### config.mk
export PLATFORM = sky130hd
export DESIGN_NAME = friction_engine
export DESIGN_NICKNAME = d
export VERILOG_FILES = /design/src/rtl/friction_engine.sv
export SDC_FILE = /design/constraint.sdc
export NUM_CORES = 1
export LEC_CHECK = 0
export CORE_AREA = 2 2 179 181
export CTS_CLUSTER_SIZE = 28
export DETAILED_ROUTE_END_ITERATION = 7
export DIE_AREA = 0 0 181 183
export PLACE_DENSITY = 0.74
export SYNTH_ARGS = -nofsm -noshare
export SYNTH_HDL_FRONTEND = slang
export SYNTH_SLANG_ARGS = --single-unit
### constraint.sdc
create_clock -name clk -period 5.1 [get_ports clk]
set_input_delay 1.02 -clock clk [delete_from_list [all_inputs] [get_ports clk]]
set_output_delay 1.02 -clock clk [all_outputs]
set_load 0.005 [all_outputs]
### src/rtl/friction_engine.sv
// friction_engine
//   Once per video frame, walks the five balls through one shared datapath,
//   clamps their speeds, applies a one-LSB decay every FRIC_PERIOD frames and
//   commits all ten decayed speeds plus per-ball status in a single cycle.
//   Also flags the end of a round once the table has been at rest for
//   SETTLE_FRAMES consecutive frames after a shot.
//
// Ports
//   clk, reset_n                 system clock, synchronous active-low reset
//   frame_start                  one-cycle frame pulse (synchronised vsync)
//   new_xspeedN/new_yspeedN      current ball speeds, 11-bit signed (N=1..5)
//   ballN_pocketed               ball is off the table
//   xspeedN_prev/yspeedN_prev    friction-reduced speeds, registered
//   fric_stateN                  0 STOPPED, 1 ROLLING, 2 DECAYED, 4 POCKETED
//   done_fric_all                round-over, high for one frame interval
//   busy                         scan in progress
//   overrun                      sticky: frame_start seen while busy
module friction_engine #(
  parameter int FRIC_PERIOD   = 4,
  parameter int SETTLE_FRAMES = 2,
  parameter int MAX_SPEED     = 15
) (
  input  logic               clk,
  input  logic               reset_n,
  input  logic               frame_start,
  input  logic signed [10:0] new_xspeed1, new_yspeed1,
  input  logic signed [10:0] new_xspeed2, new_yspeed2,
  input  logic signed [10:0] new_xspeed3, new_yspeed3,
  input  logic signed [10:0] new_xspeed4, new_yspeed4,
  input  logic signed [10:0] new_xspeed5, new_yspeed5,
  input  logic               ball1_pocketed, ball2_pocketed, ball3_pocketed,
  input  logic               ball4_pocketed, ball5_pocketed,
  output logic signed [10:0] xspeed1_prev, yspeed1_prev,
  output logic signed [10:0] xspeed2_prev, yspeed2_prev,
  output logic signed [10:0] xspeed3_prev, yspeed3_prev,
  output logic signed [10:0] xspeed4_prev, yspeed4_prev,
  output logic signed [10:0] xspeed5_prev, yspeed5_prev,
  output logic [2:0]         fric_state1, fric_state2, fric_state3,
  output logic [2:0]         fric_state4, fric_state5,
  output logic               done_fric_all,
  output logic               busy,
  output logic               overrun
);

  typedef enum logic [2:0] {S_IDLE, S_LOAD, S_CALC, S_WRITE, S_SUMMARY} state_t;
  typedef enum logic [2:0] {
    FS_STOPPED  = 3'd0,
    FS_ROLLING  = 3'd1,
    FS_DECAYED  = 3'd2,
    FS_POCKETED = 3'd4
  } fric_t;

  localparam logic signed [10:0] VMAX      = 11'(MAX_SPEED);
  localparam logic [3:0]         LAST_CNT  = 4'(FRIC_PERIOD - 1);
  localparam logic [3:0]         SETTLE_TH = 4'(SETTLE_FRAMES);

  function automatic logic signed [10:0] clamp(input logic signed [10:0] v);
    if (v > VMAX)       return VMAX;
    else if (v < -VMAX) return -VMAX;
    else                return v;
  endfunction

  // One LSB toward zero; zero stays zero.
  function automatic logic signed [10:0] decay(input logic signed [10:0] v);
    if (v > 11'sd0)      return v - 11'sd1;
    else if (v < 11'sd0) return v + 11'sd1;
    else                 return v;
  endfunction

  // Input fan-in as arrays so the shared datapath can index by ball.
  logic signed [10:0] in_x [5];
  logic signed [10:0] in_y [5];
  logic [4:0]         in_pock;

  assign in_x[0] = new_xspeed1;  assign in_y[0] = new_yspeed1;
  assign in_x[1] = new_xspeed2;  assign in_y[1] = new_yspeed2;
  assign in_x[2] = new_xspeed3;  assign in_y[2] = new_yspeed3;
  assign in_x[3] = new_xspeed4;  assign in_y[3] = new_yspeed4;
  assign in_x[4] = new_xspeed5;  assign in_y[4] = new_yspeed5;
  assign in_pock = {ball5_pocketed, ball4_pocketed, ball3_pocketed,
                    ball2_pocketed, ball1_pocketed};

  state_t             state, state_next;
  logic [2:0]         idx;
  logic signed [10:0] ld_x, ld_y;
  logic               ld_pock;
  logic signed [10:0] calc_x, calc_y, calc_x_d, calc_y_d;
  logic [3:0]         calc_cnt, calc_cnt_d;
  fric_t              calc_st, calc_st_d;
  logic [3:0]         cnt   [5];
  logic signed [10:0] sh_x  [5];
  logic signed [10:0] sh_y  [5];
  fric_t              sh_st [5];
  logic signed [10:0] out_x [5];
  logic signed [10:0] out_y [5];
  fric_t              out_st[5];
  logic [2:0]         settle;
  logic [3:0]         settle_inc;
  logic               armed;
  logic               all_stopped;

  // State register
  // NOTE: every clocked process uses non-blocking assignments so all
  // registers update from the same pre-edge values.
  always_ff @(posedge clk) begin
    if (!reset_n) state <= S_IDLE;
    else          state <= state_next;
  end

  // NOTE: each always_comb assigns defaults first so no path leaves a
  // variable unassigned, which would otherwise infer a latch.
  always_comb begin
    state_next = state;
    unique case (state)
      S_IDLE:    if (frame_start) state_next = S_LOAD;
      S_LOAD:    state_next = S_CALC;
      S_CALC:    state_next = S_WRITE;
      S_WRITE:   state_next = (idx == 3'd4) ? S_SUMMARY : S_LOAD;
      S_SUMMARY: state_next = S_IDLE;
      default:   state_next = S_IDLE;
    endcase
  end

  assign busy = (state != S_IDLE);

  // Per-ball friction rule; pocketed wins over stopped, stopped over decay.
  always_comb begin
    calc_x_d   = ld_x;
    calc_y_d   = ld_y;
    calc_cnt_d = cnt[idx] + 4'd1;
    calc_st_d  = FS_ROLLING;
    if (ld_pock) begin
      calc_x_d   = '0;
      calc_y_d   = '0;
      calc_cnt_d = '0;
      calc_st_d  = FS_POCKETED;
    end else if (ld_x == 11'sd0 && ld_y == 11'sd0) begin
      calc_cnt_d = '0;
      calc_st_d  = FS_STOPPED;
    end else if (cnt[idx] == LAST_CNT) begin
      calc_x_d   = decay(ld_x);
      calc_y_d   = decay(ld_y);
      calc_cnt_d = '0;
      calc_st_d  = FS_DECAYED;
    end
  end

  // A ball counts as moving only when ROLLING or DECAYED, i.e. it was on
  // the table with a nonzero clamped speed this scan.
  always_comb begin
    all_stopped = 1'b1;
    for (int b = 0; b < 5; b++)
      if (sh_st[b] == FS_ROLLING || sh_st[b] == FS_DECAYED) all_stopped = 1'b0;
  end

  assign settle_inc = {1'b0, settle} + 4'd1;

  always_ff @(posedge clk) begin
    if (!reset_n) begin
      // NOTE: the small per-ball arrays are reset explicitly; a reset must
      // leave no stale counter or shadow value to leak into the next frame.
      for (int b = 0; b < 5; b++) begin
        cnt[b]    <= '0;
        sh_x[b]   <= '0;
        sh_y[b]   <= '0;
        sh_st[b]  <= FS_STOPPED;
        out_x[b]  <= '0;
        out_y[b]  <= '0;
        out_st[b] <= FS_STOPPED;
      end
      idx           <= '0;
      ld_x          <= '0;
      ld_y          <= '0;
      ld_pock       <= 1'b0;
      calc_x        <= '0;
      calc_y        <= '0;
      calc_cnt      <= '0;
      calc_st       <= FS_STOPPED;
      settle        <= '0;
      armed         <= 1'b0;
      done_fric_all <= 1'b0;
      overrun       <= 1'b0;
    end else begin
      if (frame_start && state != S_IDLE) overrun <= 1'b1;
      unique case (state)
        S_IDLE: if (frame_start) idx <= '0;
        S_LOAD: begin
          ld_x    <= clamp(in_x[idx]);
          ld_y    <= clamp(in_y[idx]);
          ld_pock <= in_pock[idx];
        end
        S_CALC: begin
          calc_x   <= calc_x_d;
          calc_y   <= calc_y_d;
          calc_cnt <= calc_cnt_d;
          calc_st  <= calc_st_d;
        end
        S_WRITE: begin
          sh_x[idx]  <= calc_x;
          sh_y[idx]  <= calc_y;
          sh_st[idx] <= calc_st;
          cnt[idx]   <= calc_cnt;
          if (idx != 3'd4) idx <= idx + 3'd1;
        end
        S_SUMMARY: begin
          for (int b = 0; b < 5; b++) begin
            out_x[b]  <= sh_x[b];
            out_y[b]  <= sh_y[b];
            out_st[b] <= sh_st[b];
          end
          done_fric_all <= 1'b0;
          armed         <= armed | ~all_stopped;
          if (all_stopped) settle <= (settle == 3'd7) ? 3'd7 : settle + 3'd1;
          else             settle <= '0;
          // Round over only once the table is at rest after a shot.
          if (all_stopped && armed && settle_inc >= SETTLE_TH) begin
            done_fric_all <= 1'b1;
            armed         <= 1'b0;
            settle        <= '0;
          end
        end
        default: ;
      endcase
    end
  end

  assign xspeed1_prev = out_x[0];  assign yspeed1_prev = out_y[0];
  assign xspeed2_prev = out_x[1];  assign yspeed2_prev = out_y[1];
  assign xspeed3_prev = out_x[2];  assign yspeed3_prev = out_y[2];
  assign xspeed4_prev = out_x[3];  assign yspeed4_prev = out_y[3];
  assign xspeed5_prev = out_x[4];  assign yspeed5_prev = out_y[4];
  assign fric_state1  = out_st[0];
  assign fric_state2  = out_st[1];
  assign fric_state3  = out_st[2];
  assign fric_state4  = out_st[3];
  assign fric_state5  = out_st[4];

endmodule

==> impl_metrics.env <==
export IMPL_clockBufferDepth=3
export IMPL_hp_class="reg2reg"
export IMPL_muxShareOfSynthArea=0.0478
export IMPL_relSlewSlack=0.223
export IMPL_synth_simple_area_share=0.186
export IMPL_placed_area_um2=18100
export IMPL_ys_seq_area_frac=0.639
export IMPL_pwr_share_comb=0.103
export IMPL_clock_skew_ns=0.0102
export IMPL_swShare=0.225
export IMPL_end_kind="register"
export IMPL_endpoint="calc_x[5]"
export IMPL_numCtsBuffers=35
export IMPL_n_fill_cell=2494
export IMPL_drtIter0Drc=881
export IMPL_vias=10500
export IMPL_synth_cell_types=64
export IMPL_async_flop_share=0
export IMPL_postCtsSetupBuffers=0
export IMPL_setup_viol=0
export IMPL_synth_warning_count=0
export IMPL_clk_pin_slew_worst_paths_ns=0.06
export IMPL_crit_chain="mux4_2, mux2i_1, inv_1, ha_1, nand2_1, nor3_2, buf_4, nor2_2, nor4b_1, a211o_1"
export IMPL_antenna_found_initial=1
export IMPL_synth_nets=1336
export IMPL_crit_family="multiplexers"
export IMPL_cts_resized=0
export IMPL_reg2reg_setup_slack_ns=1.70
export IMPL_arrival_ns=3.78
export IMPL_core_area_um2=31200
export IMPL_worstSetupPathType="reg2reg"
export IMPL_min_path_cells=2
export IMPL_cts_tree="done"
export IMPL_status="completed"
export IMPL_nets=1543
export IMPL_crit_buf_inv=2
export IMPL_dieHeight_um=183
export IMPL_antennaDiodeCount=0
export IMPL_h_tree_depth=2
export IMPL_total_power_mw=6.44
export IMPL_powerDensity_nw_per_um2=334
export IMPL_path_depth=10
export IMPL_p_leak_nw=7.46
export IMPL_crit_slowest_cell="dfxtp_1"
export IMPL_drt_total_wl_mm=35.6
export IMPL_grt_total_usage=0.212
export IMPL_clkPwrFrac=0.388
export IMPL_syn_avg_cell_area_um2=12.7
export IMPL_slowest_delay_ns=0.68
export IMPL_clock_latency_ns=0.50
export IMPL_hold_path_startpoint="done_fric_all"
export IMPL_synth_cells=1205
export IMPL_min_period_ns=3.40
export IMPL_syn_cell_area_um2=15300
export IMPL_reg2regPathDepth=10
export IMPL_p_int_mw=4.99
export IMPL_synthAdderAreaFrac=0.0106
export IMPL_final_area_um2=19200
export IMPL_fin_crit_sh=0.666
export IMPL_synthFlopType="edfxtp_1"
export IMPL_dp_hpwl_mm=24.5
export IMPL_start_util=0.491
export IMPL_hold_buffers=0
export IMPL_slew_viol_final=0
export IMPL_ir_worst_vdd_mv=0.206
export IMPL_synth_edf_count=282
export IMPL_worst_pin_slew_ns=1.16
export IMPL_io_buffers=245
export IMPL_grt_overflow=0
export IMPL_seq_power_share=0.510
export IMPL_switching_power_mw=1.45
export IMPL_crit_path_start_kind="register"
export IMPL_worstPathMaxFanout=18
export IMPL_routed_via_density=5.72
export IMPL_root_buffer="clkbuf_16"
export IMPL_grt_max_degree=128
export IMPL_die_w_um=181
export IMPL_tns_ns=0
export IMPL_synthXorXnorAreaFrac=0.0120
export IMPL_r2r_end="calc_x[5]"
export IMPL_finalHoldViolCount=0
export IMPL_wl_per_cell_um=19.4
export IMPL_clock_sinks=349
export IMPL_synth_compound_area_frac=0.0724
export IMPL_gp_congestion=0.864
export IMPL_synth_top_family_by_area="simple AND/OR/NAND/NOR gates"
export IMPL_grt_pass1_wl_mm=55.9
export IMPL_cp_required_ns=5.48
export IMPL_dieArea_um2=33100
export IMPL_grt_pass1_vias=10200
export IMPL_io_pins=246
export IMPL_core_rowCount=65
export IMPL_maxCapViolations=0
export IMPL_dr_pass1_iters=5
export IMPL_drc=0
export IMPL_ant_nets=0
export IMPL_drive_gt1_frac=0.0856
export IMPL_rsz0062_at_grt="no"
export IMPL_fmax_mhz=294
export IMPL_ys_ff_latch=349
export IMPL_area_growth_syn_to_layout_pct=25.5
[cell families (layout without fill, tap and decap cells)]
family / Yosys count / in the layout
simple gates: 494 / 494
flops: 349 / 349
compound gates: 160 / 160
buf+inv: 124 / 356
mux: 44 / 44
xor+xnor: 21 / 21
fa+ha+maj: 13 / 13
[worst register-to-register path: stages, from the launching register on]
cell and delay [ns]:
dfxtp_1 0.68, mux4_2 0.59, mux2i_1 0.33, inv_1 0.10, ha_1 0.28, nand2_1 0.11, nor3_2 0.05, buf_4 0.19
nor2_2 0.54, nor4b_1 0.13, a211o_1 0.27
[sequential cells by signal, indices dropped and copies added (netlist names), named ones only]
signal and count:
sh_y 55, ld_pock 1, calc_x 11, out_x 55, cnt 32, idx 3, state 3, done_fric_all 1
ld_y 11, overrun 1, settle 3, out_y 55, ld_x 11, out_st 15, calc_y 11, sh_st 15
armed 1, calc_cnt 4, calc_st 3, sh_x 55
[cell usage after synthesis, drive strengths merged (7+ instances only)]
cell,number,area [um2]
nand3,20,100
clkbuf,80,300
edfxtp,282,8470
nor2b,13,81.3
and3,186,1160
nand2,63,236
a21oi,20,100
nor4,9,56.3
and2,92,576
inv,25,93.8
nor3,19,100
ha,13,163
nand4,10,62.6
o21ai,30,150
nor4b,7,76.3
a22oi,21,158
xnor2,16,140
mux2i,17,170
o211ai,8,60.1
o22ai,22,138
mux4,23,518
buf,17,90.1
dfxtp,67,1340
or4,8,60.1
nor2,40,153
[how the worst min path moves through the flow]
stage	to	slack, ns
6_report	done_fric_all	0.48
2_1_floorplan	done_fric_all	0.45
3_5_place_dp	overrun	0.48
3_3_place_gp	overrun	0.45
5_1_grt	ld_x[8]	0.54
4_1_cts	done_fric_all	0.49
[cell type report]
cell class | count | area [um2] | share of cell area
tap | 402 | 503 | 0.0261
multi-input combinational | 732 | 5090 | 0.264
inverter | 27 | 104 | 0.00539
clock buffer | 48 | 967 | 0.0502
clock inverter | 14 | 145 | 0.00754
timing repair buffer | 267 | 2630 | 0.136
sequential | 349 | 9810 | 0.510
[power by group through the flow]
stage / sequential, mW / clock [mW] / combinational [mW]
4_1_cts: 3.28 / 2.53 / 0.660
6_report: 3.28 / 2.49 / 0.661
3_3_place_gp: 3.34 / 0 / 0.648
5_1_grt: 3.30 / 2.64 / 0.721
2_1_floorplan: 3.30 / 0 / 0.402
3_5_place_dp: 3.34 / 0 / 0.657
[through the flow]
stage                     utilization  hold WS [ns]  std cells  worst slack [ns]
after global routing            0.616         0.540       1839              1.45
after global placement          0.581         0.451       1777              1.58
after floorplan                     -         0.449       1205             0.500
after detailed placement        0.581         0.482       1777              1.52
after CTS                       0.616         0.488       1839              1.72
final                           0.616         0.475       1839              1.70
[per-layer routing]
metal	vias up	track usage	routed length, um
li1	4966	-	-
met1	5055	0.281	14700
met2	432	0.361	17600
met3	60	0.0391	2420
met4	0	0.0615	845
met5	-	0	0
[cell usage in the layout (no fill, tap or decap), drive strengths merged, types with 21 or more instances in the layout]
cell | netlist | layout
and3 | 186 | 186
nand2 | 63 | 63
mux4 | 23 | 23
o22ai | 22 | 22
a22oi | 21 | 21
and2 | 92 | 92
buf | 17 | 23
inv | 25 | 26
clkbuf | 80 | 48
clkdlybuf4s50 | 0 | 244
o21ai | 30 | 30
nor2 | 40 | 40
dfxtp | 67 | 67
edfxtp | 282 | 282
Power figures use the tool's default switching activity.
